===== config.mk =====
export PLATFORM = sky130hd
export DESIGN_NAME = wdm
export DESIGN_NICKNAME = d
export VERILOG_FILES = /design/src/rtl/wdm_pkg.sv /design/src/rtl/wdm_s2p.sv /design/src/rtl/wdm.sv
export SDC_FILE = /design/constraint.sdc
export NUM_CORES = 1
export LEC_CHECK = 0
export ABC_CLOCK_PERIOD_IN_PS = 1800
export BUFFER_PORTS_ARGS = -buffer_cell sky130_fd_sc_hd__buf_4
export CAP_MARGIN = 10
export CORE_ASPECT_RATIO = 0.8
export CORE_MARGIN = 2
export CORE_UTILIZATION = 50
export DETAILED_ROUTE_END_ITERATION = 8
export GPL_ROUTABILITY_DRIVEN = 0
export PLACE_DENSITY = 0.74
export SYNTH_ARGS = -nofsm -noshare
export SYNTH_HDL_FRONTEND = slang
export SYNTH_SLANG_ARGS = --single-unit

===== constraint.sdc =====
create_clock -name i_clk -period 1.8 [get_ports i_clk]
set_input_delay 0.18 -clock i_clk [delete_from_list [all_inputs] [get_ports i_clk]]
set_output_delay 0.18 -clock i_clk [all_outputs]
set_load 0.01 [all_outputs]

===== src/rtl/wdm_pkg.sv =====
// Shared definitions for the write-side data mover.
// WDM_PARITY_EN selects 9-bit serial bytes (8 data bits plus even parity).
package wdm_pkg;

  typedef enum logic [1:0] {
    S_IDLE = 2'd0,
    S_RECV = 2'd1,
    S_DROP = 2'd2
  } state_e;

`ifdef WDM_PARITY_EN
  localparam int BITS_PER_BYTE = 9;
`else
  localparam int BITS_PER_BYTE = 8;
`endif

  function automatic int clog2(input int value);
    int result;
    int v;
    result = 0;
    v      = value - 1;
    while (v > 0) begin
      result++;
      v = v >> 1;
    end
    return result;
  endfunction

  localparam int BIT_CNT_W = clog2(BITS_PER_BYTE);

endpackage


===== src/rtl/wdm_s2p.sv =====
// MSB-first serial-to-parallel shifter with bit counter; flags each completed byte.
// Under WDM_PARITY_EN the ninth bit is checked as even parity over the data byte.
module wdm_s2p
  import wdm_pkg::*;
(
  input  logic       i_clk,
  input  logic       i_rst,
  input  logic       i_en,
  input  logic       i_start,
  input  logic       i_bit,
  output logic       o_byte_vld,
  output logic [7:0] o_byte
`ifdef WDM_PARITY_EN
  ,
  output logic       o_par_ok
`endif
);

  localparam int SR_W = BITS_PER_BYTE - 1;
  localparam logic [BIT_CNT_W-1:0] LAST_BIT = BIT_CNT_W'(BITS_PER_BYTE - 1);

  logic [SR_W-1:0]      r_sr;
  logic [BIT_CNT_W-1:0] r_cnt;

  // NOTE: sequential state is written with <= only, so every flop samples pre-edge values.
  always_ff @(posedge i_clk or posedge i_rst) begin
    if (i_rst) begin
      r_sr  <= '0;
      r_cnt <= '0;
    end else if (i_start) begin
      r_sr  <= SR_W'(i_bit);
      r_cnt <= BIT_CNT_W'(1);
    end else if (i_en) begin
      r_sr  <= {r_sr[SR_W-2:0], i_bit};
      r_cnt <= (r_cnt == LAST_BIT) ? '0 : r_cnt + 1'b1;
    end
  end

  // The final bit is used combinationally so the byte is known in its own cycle.
  assign o_byte_vld = i_en & ~i_start & (r_cnt == LAST_BIT);

`ifdef WDM_PARITY_EN
  assign o_byte   = r_sr;
  assign o_par_ok = ((^r_sr) == i_bit);
`else
  assign o_byte   = {r_sr, i_bit};
`endif

endmodule


===== src/rtl/wdm.sv =====
// Write-side data mover: deserialises framed bits into bytes for the shared FIFO,
// dropping whole frames that cannot be stored. WDM_PARITY_EN adds per-byte parity.
module wdm
  import wdm_pkg::*;
#(
  parameter int FRAME_BYTES = 16,
  parameter int CNT_W       = 8
) (
  input  logic             i_clk,
  input  logic             i_rst,
  input  logic             i_bit_vld,
  input  logic             i_bit,
  input  logic             i_sof,
  input  logic             i_fifo_full,
  input  logic             i_fifo_af,
  output logic             o_fifo_wr,
  output logic [7:0]       ov_fifo_data,
  output logic             o_frame_done,
  output logic             o_ovf,
`ifdef WDM_PARITY_EN
  output logic             o_par_err,
`endif
  output logic [CNT_W-1:0] ov_drop_cnt
);

  localparam logic [7:0] LAST_BYTE = 8'(FRAME_BYTES - 1);

  state_e             r_state;
  state_e             w_state_nxt;
  logic [7:0]         r_byte_cnt;
  logic               r_wr_pend;
  logic               r_pend_last;
  logic [7:0]         r_data;
  logic               r_ovf;
  logic [CNT_W-1:0]   r_drop_cnt;

  logic               w_sof;
  logic               w_s2p_en;
  logic               w_byte_vld;
  logic [7:0]         w_byte;
  logic               w_par_ok;
  logic               w_in_recv;
  logic               w_last_byte;
  logic               w_wr;
  logic               w_pend_fail;
  logic               w_byte_ok;
  logic               w_par_drop;
  logic               w_lost_recv;
  logic               w_admit_drop;
  logic [CNT_W:0]     w_drop_sum;
  logic [CNT_W-1:0]   w_drop_nxt;

  assign w_sof    = i_bit_vld & i_sof;
  assign w_s2p_en = i_bit_vld & (r_state != S_IDLE);

  wdm_s2p u_s2p (
    .i_clk      (i_clk),
    .i_rst      (i_rst),
    .i_en       (w_s2p_en),
    .i_start    (w_sof),
    .i_bit      (i_bit),
    .o_byte_vld (w_byte_vld),
    .o_byte     (w_byte)
`ifdef WDM_PARITY_EN
    ,
    .o_par_ok   (w_par_ok)
`endif
  );

`ifndef WDM_PARITY_EN
  assign w_par_ok = 1'b1;
`endif

  assign w_in_recv    = (r_state == S_RECV);
  assign w_last_byte  = (r_byte_cnt == LAST_BYTE);
  // The pending byte is committed only if the FIFO has room in the strobe cycle itself.
  assign w_wr         = r_wr_pend & ~i_fifo_full;
  assign w_pend_fail  = r_wr_pend & i_fifo_full;
  assign w_byte_ok    = w_in_recv & w_byte_vld & w_par_ok;
  assign w_par_drop   = w_in_recv & w_byte_vld & ~w_par_ok;
  assign w_lost_recv  = w_in_recv & (w_pend_fail | (w_sof & ~(r_wr_pend & r_pend_last)));
  assign w_admit_drop = w_sof & i_fifo_af;

  // NOTE: every always_comb output gets a default first so no path can infer a latch.
  always_comb begin
    w_state_nxt = r_state;
    if (w_sof) begin
      w_state_nxt = i_fifo_af ? S_DROP : S_RECV;
    end else begin
      unique case (r_state)
        S_RECV: begin
          if (r_wr_pend & r_pend_last)  w_state_nxt = S_IDLE;
          else if (w_pend_fail)         w_state_nxt = S_DROP;
          else if (w_par_drop)          w_state_nxt = w_last_byte ? S_IDLE : S_DROP;
        end
        S_DROP: begin
          if (w_byte_vld & w_last_byte) w_state_nxt = S_IDLE;
        end
        default: ;
      endcase
    end
  end

  // At most two drops can land in one cycle: a lost frame plus an immediate refusal.
  always_comb begin
    w_drop_sum = {1'b0, r_drop_cnt} + (CNT_W+1)'(w_lost_recv)
               + (CNT_W+1)'(w_admit_drop) + (CNT_W+1)'(w_par_drop);
    w_drop_nxt = w_drop_sum[CNT_W] ? '1 : w_drop_sum[CNT_W-1:0];
  end

  always_ff @(posedge i_clk or posedge i_rst) begin
    if (i_rst) begin
      r_state     <= S_IDLE;
      r_byte_cnt  <= '0;
      r_wr_pend   <= 1'b0;
      r_pend_last <= 1'b0;
      r_data      <= '0;
      r_ovf       <= 1'b0;
      r_drop_cnt  <= '0;
    end else begin
      r_state     <= w_state_nxt;
      r_wr_pend   <= w_byte_ok;
      r_pend_last <= w_byte_ok & w_last_byte;
      r_ovf       <= r_ovf | w_pend_fail;
      r_drop_cnt  <= w_drop_nxt;
      if (w_sof)           r_byte_cnt <= '0;
      else if (w_byte_vld) r_byte_cnt <= r_byte_cnt + 1'b1;
      if (w_byte_ok)       r_data <= w_byte;
    end
  end

`ifdef WDM_PARITY_EN
  logic r_par_err;
  always_ff @(posedge i_clk or posedge i_rst) begin
    if (i_rst) r_par_err <= 1'b0;
    else       r_par_err <= r_par_err | w_par_drop;
  end
  assign o_par_err = r_par_err;
`endif

  assign o_fifo_wr    = w_wr;
  assign ov_fifo_data = r_data;
  assign o_frame_done = w_wr & r_pend_last;
  assign o_ovf        = r_ovf;
  assign ov_drop_cnt  = r_drop_cnt;

endmodule

==> results of run 1 <==
## worst max-delay path: cells and delay by family, from the launching register on
kind	cells	cell delay, ns
and+or+nand+nor	3	0.48
adders and majority gates	2	0.48
muxes	1	0.28
buffers and inverters	1	0.09
DFF	1	0.40
AOI/OAI and AO/OA	1	0.06
## power breakdown
part / leakage [nW] / switching (mW) / internal (mW)
registers: 0.524 / 0.148 / 1.00
clock network: 0.0654 / 0.306 / 0.554
logic: 0.666 / 0.402 / 0.465
total: 1.26 / 0.855 / 2.02
## sequential cells by signal (all words and copies together) (netlist names)
signal,count
u_s2p.r_cnt,3
u_s2p.r_sr,7
ov_drop_cnt,8
o_ovf,1
r_byte_cnt,8
r_pend_last,1
ov_fifo_data,8
r_wr_pend,1
r_state,2
## what timing repair did
action,CTS,global route
pin swaps,2,8
hold buffers,0,0
resized for setup,18,18
setup buffers,3,7
setup endpoints to repair,20,16
## final timing paths
| check | startpoint | end | slack (ns) | cells past startpoint |
|---|---|---|---|---|
| max | r_state[1]$_DFFE_PP0P_ | ov_drop_cnt[7]$_DFF_PP0_ | -0.11 | 8 |
| min | i_rst | ov_fifo_data[4]$_DFFE_PP0P_ | 0.007 | 3 |
| max reg2reg | r_state[1]$_DFFE_PP0P_ | ov_drop_cnt[7]$_DFF_PP0_ | -0.11 | 8 |
| min reg2reg | o_ovf$_DFF_PP0_ | o_ovf$_DFF_PP0_ | 0.50 | 1 |
| max in group asynchronous | i_rst | r_state[0]$_DFFE_PP0P_ | 1.42 | 3 |
| min in group i_clk | i_fifo_af | r_state[0]$_DFFE_PP0P_ | 0.10 | 2 |
## layout make-up
cell class / count / area, µm² / share of cell area
timing repair buffer: 54 / 420 / 0.164
multi-input combinational: 116 / 938 / 0.367
clock inverter: 2 / 60.1 / 0.0235
inverter: 10 / 37.5 / 0.0147
tap: 42 / 52.6 / 0.0205
sequential: 39 / 977 / 0.382
clock buffer: 6 / 72.6 / 0.0284
## kinds of logic (layout without fill, tap and decap cells)
| family | count (synthesis) | after routing | synth area share |
|---|---|---|---|
| flops | 39 | 39 | 0.537 |
| compound gates | 39 | 39 | 0.136 |
| fa+ha+maj | 8 | 8 | 0.0592 |
| xor+xnor | 4 | 4 | 0.0193 |
| mux | 9 | 9 | 0.0557 |
| buf+inv | 14 | 72 | 0.0330 |
| simple gates | 56 | 56 | 0.160 |
## cells in the mapped netlist (3+ instances only)
| cell | count | share of area |
|---|---|---|
| ha_1 | 7 | 0.048 |
| dfrtp_1 | 39 | 0.54 |
| buf_2 | 3 | 0.0083 |
| xor2_1 | 3 | 0.014 |
| nand3_1 | 7 | 0.019 |
| mux2_2 | 4 | 0.025 |
| nor2_1 | 7 | 0.014 |
| nor3_1 | 3 | 0.0083 |
| and3_1 | 3 | 0.010 |
| nor2b_1 | 4 | 0.014 |
| inv_1 | 9 | 0.019 |
| a21oi_1 | 8 | 0.022 |
| o22ai_1 | 4 | 0.014 |
| mux2_1 | 5 | 0.031 |
| o21ai_1 | 4 | 0.011 |
| a22o_1 | 5 | 0.024 |
| a22oi_1 | 3 | 0.012 |
| o21ai_0 | 9 | 0.025 |
| nand2_1 | 22 | 0.045 |
## layer usage
metal | share of wire | track usage | up-vias
met2 | 0.51 | 0.374 | 36
met1 | 0.43 | 0.295 | 773
met3 | 0.042 | 0.0765 | 7
met5 | 0 | 0 | -
met4 | 0.013 | 0.0755 | 0
li1 | - | - | 710
## layout by cell type (no fill, tap or decap), types with 4 or more instances in the layout
cell	n
nor2_1	4
a21oi_1	6
mux2_1	5
buf_4	50
o22ai_1	4
ha_4	4
mux2_2	4
a22o_1	5
clkbuf_8	5
o21ai_1	6
inv_1	7
nor2b_1	4
nand3_1	5
o21ai_0	6
nand2_1	18
dfrtp_1	38
buf_6	4
## metrics by stage
step	cells	cell area (µm²)
3_3_place_gp	252	2210
4_1_cts	263	2440
3_5_place_dp	252	2210
5_1_grt	269	2560
6_report	269	2560
2_1_floorplan	169	1840
==> flow_summary.json, run 1 <==
{
  "grt_overflow": 0,
  "wl_mm": 4.57,
  "grt_antenna_before_repair": 0,
  "status": "finished, violations left",
  "grt_pass1_wl_mm": 7.24,
  "crit_path_start_kind": "register",
  "first_global_vias": 1532,
  "holdWs_ns": 0.00684,
  "ir_worst_vdd_mv": 1.11,
  "grt_max_degree": 40,
  "path_max_fanout": 3,
  "worst_slew_pin_slew_ns": 0.489,
  "wire_per_inst_um": 17.0,
  "hold_path.class": "primary input to async pin",
  "diodes": 0,
  "violations": "negative setup slack",
  "areaGrowthSynthToFinish_pct": 40.7,
  "grt_setup_unrepaired": "true",
  "critical-path-max-stage-delay_ns": 0.40,
  "cts_max_level": 2,
  "clkTransAtPathRegs_ns": 0.08,
  "cp.arrival_ns": 2.09,
  "synth_seq_area_share": 0.537,
  "fin_crit_sh": 1.06,
  "power_leakage_nw": 1.26,
  "worst_setup_path_end_kind": "register",
  "core_area_um2": 3450,
  "dpl_worst_slack_ns": -0.115,
  "synth-seq-cells": 39,
  "clock_latency_ns": 0.29,
  "fp-row-count": 19,
  "relSlewSlack": 0.674,
  "setup_viol": 4,
  "maxSlewViolCount": 0,
  "critical_path_class": "register to register",
  "layout_setup_ws_ns": -0.106,
  "nets": 241,
  "synth_nets": 184,
  "n_fill_cell": 219,
  "syn_inst": 169,
  "maxCapViolCount": 0,
  "powerDensity_nw_per_um2": 1120,
  "synth_edf_count": 0,
  "hold_viol": 0,
  "io_buffers": 25,
  "drtIter0Drc": 89,
  "utilization": 0.742,
  "synth_area_um2": 1820,
  "io_pins": 26,
  "start_util": 0.527,
  "cts_tree": "yes",
  "drc": 0,
  "max_freq_mhz": 525,
  "die-area_um2": 4140,
  "cts.sinks": 39,
  "avgViaCountPerCell": 5.67,
  "yosysWarnings": 0,
  "skew_ns": 0.00715,
  "grt_usage": 0.231,
  "die_h_um": 57.9,
  "yosys.cell_types.count": 39,
  "critPathSlowestCell": "dfrtp_1",
  "cts-buffers-inserted": 5,
  "die_w_um": 71.4,
  "drtAntennaViolNets": 0,
  "power_mw": 2.88,
  "post-route-min-period_ns": 1.91,
  "synthArstFlopShare": 1.00,
  "cp.required_ns": 1.98,
  "cts-root-buf": "clkbuf_8",
  "avgSynthCellArea_um2": 10.8,
  "drive_gt1_frac": 0.427,
  "first_pass_iters": 5,
  "cp_cell_sequence": "inv_2, ha_4, o21ai_2, fa_2, nand3b_1, nor2_2, nand3_1, mux2_2",
  "synth_top_flop_cell": "dfrtp_1",
  "tns_ns": -0.236,
  "place_hpwl_mm": 2.76,
  "vias": 1526,
  "clockBufferDepth": 2
}
(Power assumes the default switching activity.)
==> run 2: changes to the inputs <==
Settings changed: CORE_UTILIZATION 50 to 35, PLACE_DENSITY 0.74 to not set.
==> run 2 against run 1 <==
The flow still finishes with violations (negative setup slack). Critical path depth is the same. Utilization shrank 25 points. Non-clock buffer count shrank 7. Sequential share of layout area grew 1.2 points. First-iteration DRC count shrank 63%.
==> flow_summary.json, run 2 (same netlist as run 1, synthesis figures left out) <==
{
  "maxSlewViolCount": 0,
  "nets": 234,
  "cts_tree": "yes",
  "fin_crit_sh": 1.01,
  "relSlewSlack": 0.672,
  "die_w_um": 84.6,
  "grt_max_degree": 40,
  "crit_path_start_kind": "register",
  "io_buffers": 25,
  "hold_path.class": "primary input to async pin",
  "maxCapViolCount": 0,
  "cp.arrival_ns": 2.00,
  "path_max_fanout": 3,
  "post-route-min-period_ns": 1.83,
  "diodes": 0,
  "mostFrequentLayoutCell": "buf_4",
  "critPathBufInv": 1,
  "r2r_start": "r_state[1]$_DFFE_PP0P_",
  "crit_family": "adder cells",
  "avgViaCountPerCell": 4.94,
  "drtIter0Drc": 33,
  "worst_setup_path_end_kind": "register",
  "die-area_um2": 5790,
  "hold_viol": 0,
  "core_area_um2": 5010,
  "clockBufferDepth": 2,
  "critPathSlowestCell": "dfrtp_1",
  "critical_path_class": "register to register",
  "ir_worst_vdd_mv": 0.499,
  "clock_latency_ns": 0.29,
  "first_global_vias": 1334,
  "critical-path-max-stage-delay_ns": 0.39,
  "areaGrowthSynthToFinish_pct": 36.3,
  "reg2reg_slack_ns": -0.03,
  "fp-row-count": 23,
  "place_hpwl_mm": 2.62,
  "grt_overflow": 0,
  "worstRegToRegCells": 8,
  "dp.cells": 271,
  "worst_slew_pin_slew_ns": 0.492,
  "drc": 0,
  "instances_no_fill": 282,
  "wire_per_inst_um": 13.0,
  "status": "finished, violations left",
  "startpoint": "r_state[1]$_DFFE_PP0P_",
  "path_depth": 8,
  "cts.sinks": 39,
  "grt_pass1_wl_mm": 6.15,
  "cp_cell_sequence": "inv_2, ha_4, o21ai_2, fa_2, nand3b_1, nor2_2, nand3_1, mux2_2",
  "vias": 1393,
  "drive_gt1_frac": 0.373,
  "max_freq_mhz": 548,
  "powerDensity_nw_per_um2": 1090,
  "final_cell_mix": "buf_4 (44), dfrtp_1 (39), nand2_1 (19), a21oi_1 (8), inv_1 (7)",
  "stdcell_area_um2": 2480,
  "grt_antenna_before_repair": 0,
  "grt_setup_unrepaired": "true",
  "first_pass_iters": 4,
  "setup_viol": 1,
  "drtAntennaViolNets": 0,
  "grt_usage": 0.136,
  "cts_max_level": 2,
  "wl_mm": 3.66,
  "violations": "negative setup slack",
  "die_h_um": 68.5,
  "power_mw": 2.69,
  "cp.required_ns": 1.98,
  "skew_ns": 0.00471,
  "clkTransAtPathRegs_ns": 0.08,
  "endpoint": "ov_drop_cnt[7]$_DFF_PP0_",
  "cts-buffers-inserted": 5,
  "placedInstanceArea_um2": 2230,
  "cts-root-buf": "clkbuf_8",
  "utilization": 0.495,
  "power_leakage_nw": 1.23,
  "n_fill_cell": 492,
  "io_pins": 26,
  "reg2reg_to": "ov_drop_cnt[7]$_DFF_PP0_",
  "layout_setup_ws_ns": -0.0264,
  "dpl_worst_slack_ns": -0.0774,
  "start_util": 0.363
}
## run 2: changes by cell type in the layout (fill, tap and decap cells not counted), moves of 2 or more
cell,before,now
nand2_2,2,0
ha_1,2,5
ha_4,4,2
buf_4,50,44
a21oi_1,6,8
## run 2: worst reg2reg max path, cell delays in order (launching register included)
cell      delay, ns
dfrtp_1        0.39
inv_2          0.09
ha_4           0.14
o21ai_2        0.05
fa_2           0.34
nand3b_1       0.21
nor2_2         0.13
nand3_1        0.09
mux2_2         0.28
## run 2: area by class of cell
| class | count | area (µm²) | area share |
|---|---|---|---|
| inverters | 10 | 37.5 | 0.0151 |
| clock inverters | 3 | 67.6 | 0.0273 |
| clock buffers | 5 | 68.8 | 0.0278 |
| multi-input cells | 116 | 887 | 0.358 |
| flip-flops and latches | 39 | 976 | 0.394 |
| repair buffers | 47 | 364 | 0.147 |
| well taps | 62 | 77.6 | 0.0313 |
## run 2: timing repair
action,in CTS,in global routing
pin swaps,4,4
hold endpoints to repair,0,0
hold buffers,0,0
setup buffers,2,2
endpoints found under the setup margin,19,14
resized for setup,8,16
## run 2: power by group
group          internal, mW  switching, mW  total, mW
clock network         0.553          0.310      0.863
logic                 0.368          0.333      0.701
registers              1.00          0.127       1.13
total                  1.92          0.770       2.69
## run 2: stage by stage
stage	hold WS, ns	TNS (ns)
floorplan	0.289	0
global placement	0.340	-0.0448
detailed placement	0.341	-0.495
CTS	0.0238	-0.0465
global route	0.0604	-0.478
finish	0.00495	-0.0264
## run 2: routing by layer
layer | vias up | wire length (µm) | GRT usage
met5 | - | 0 | 0
met4 | 0 | 23 | 0.0417
met3 | 2 | 137 | 0.0374
met2 | 21 | 1710 | 0.215
met1 | 673 | 1790 | 0.184
li1 | 697 | - | -
## run 2: how the worst min path moves through the flow
stage | depth (start not counted) | startpoint | slack [ns] | to
after global routing | 3 | i_rst | 0.06 | ov_drop_cnt[6]$_DFF_PP0_
after global placement | 3 | i_rst | 0.34 | ov_drop_cnt[7]$_DFF_PP0_
after CTS | 3 | i_rst | 0.02 | ov_fifo_data[3]$_DFFE_PP0P_
final | 3 | i_rst | 0.005 | ov_drop_cnt[6]$_DFF_PP0_
after floorplan | 1 | i_fifo_af | 0.29 | r_state[0]$_DFFE_PP0P_
after detailed placement | 3 | i_rst | 0.34 | ov_fifo_data[3]$_DFFE_PP0P_
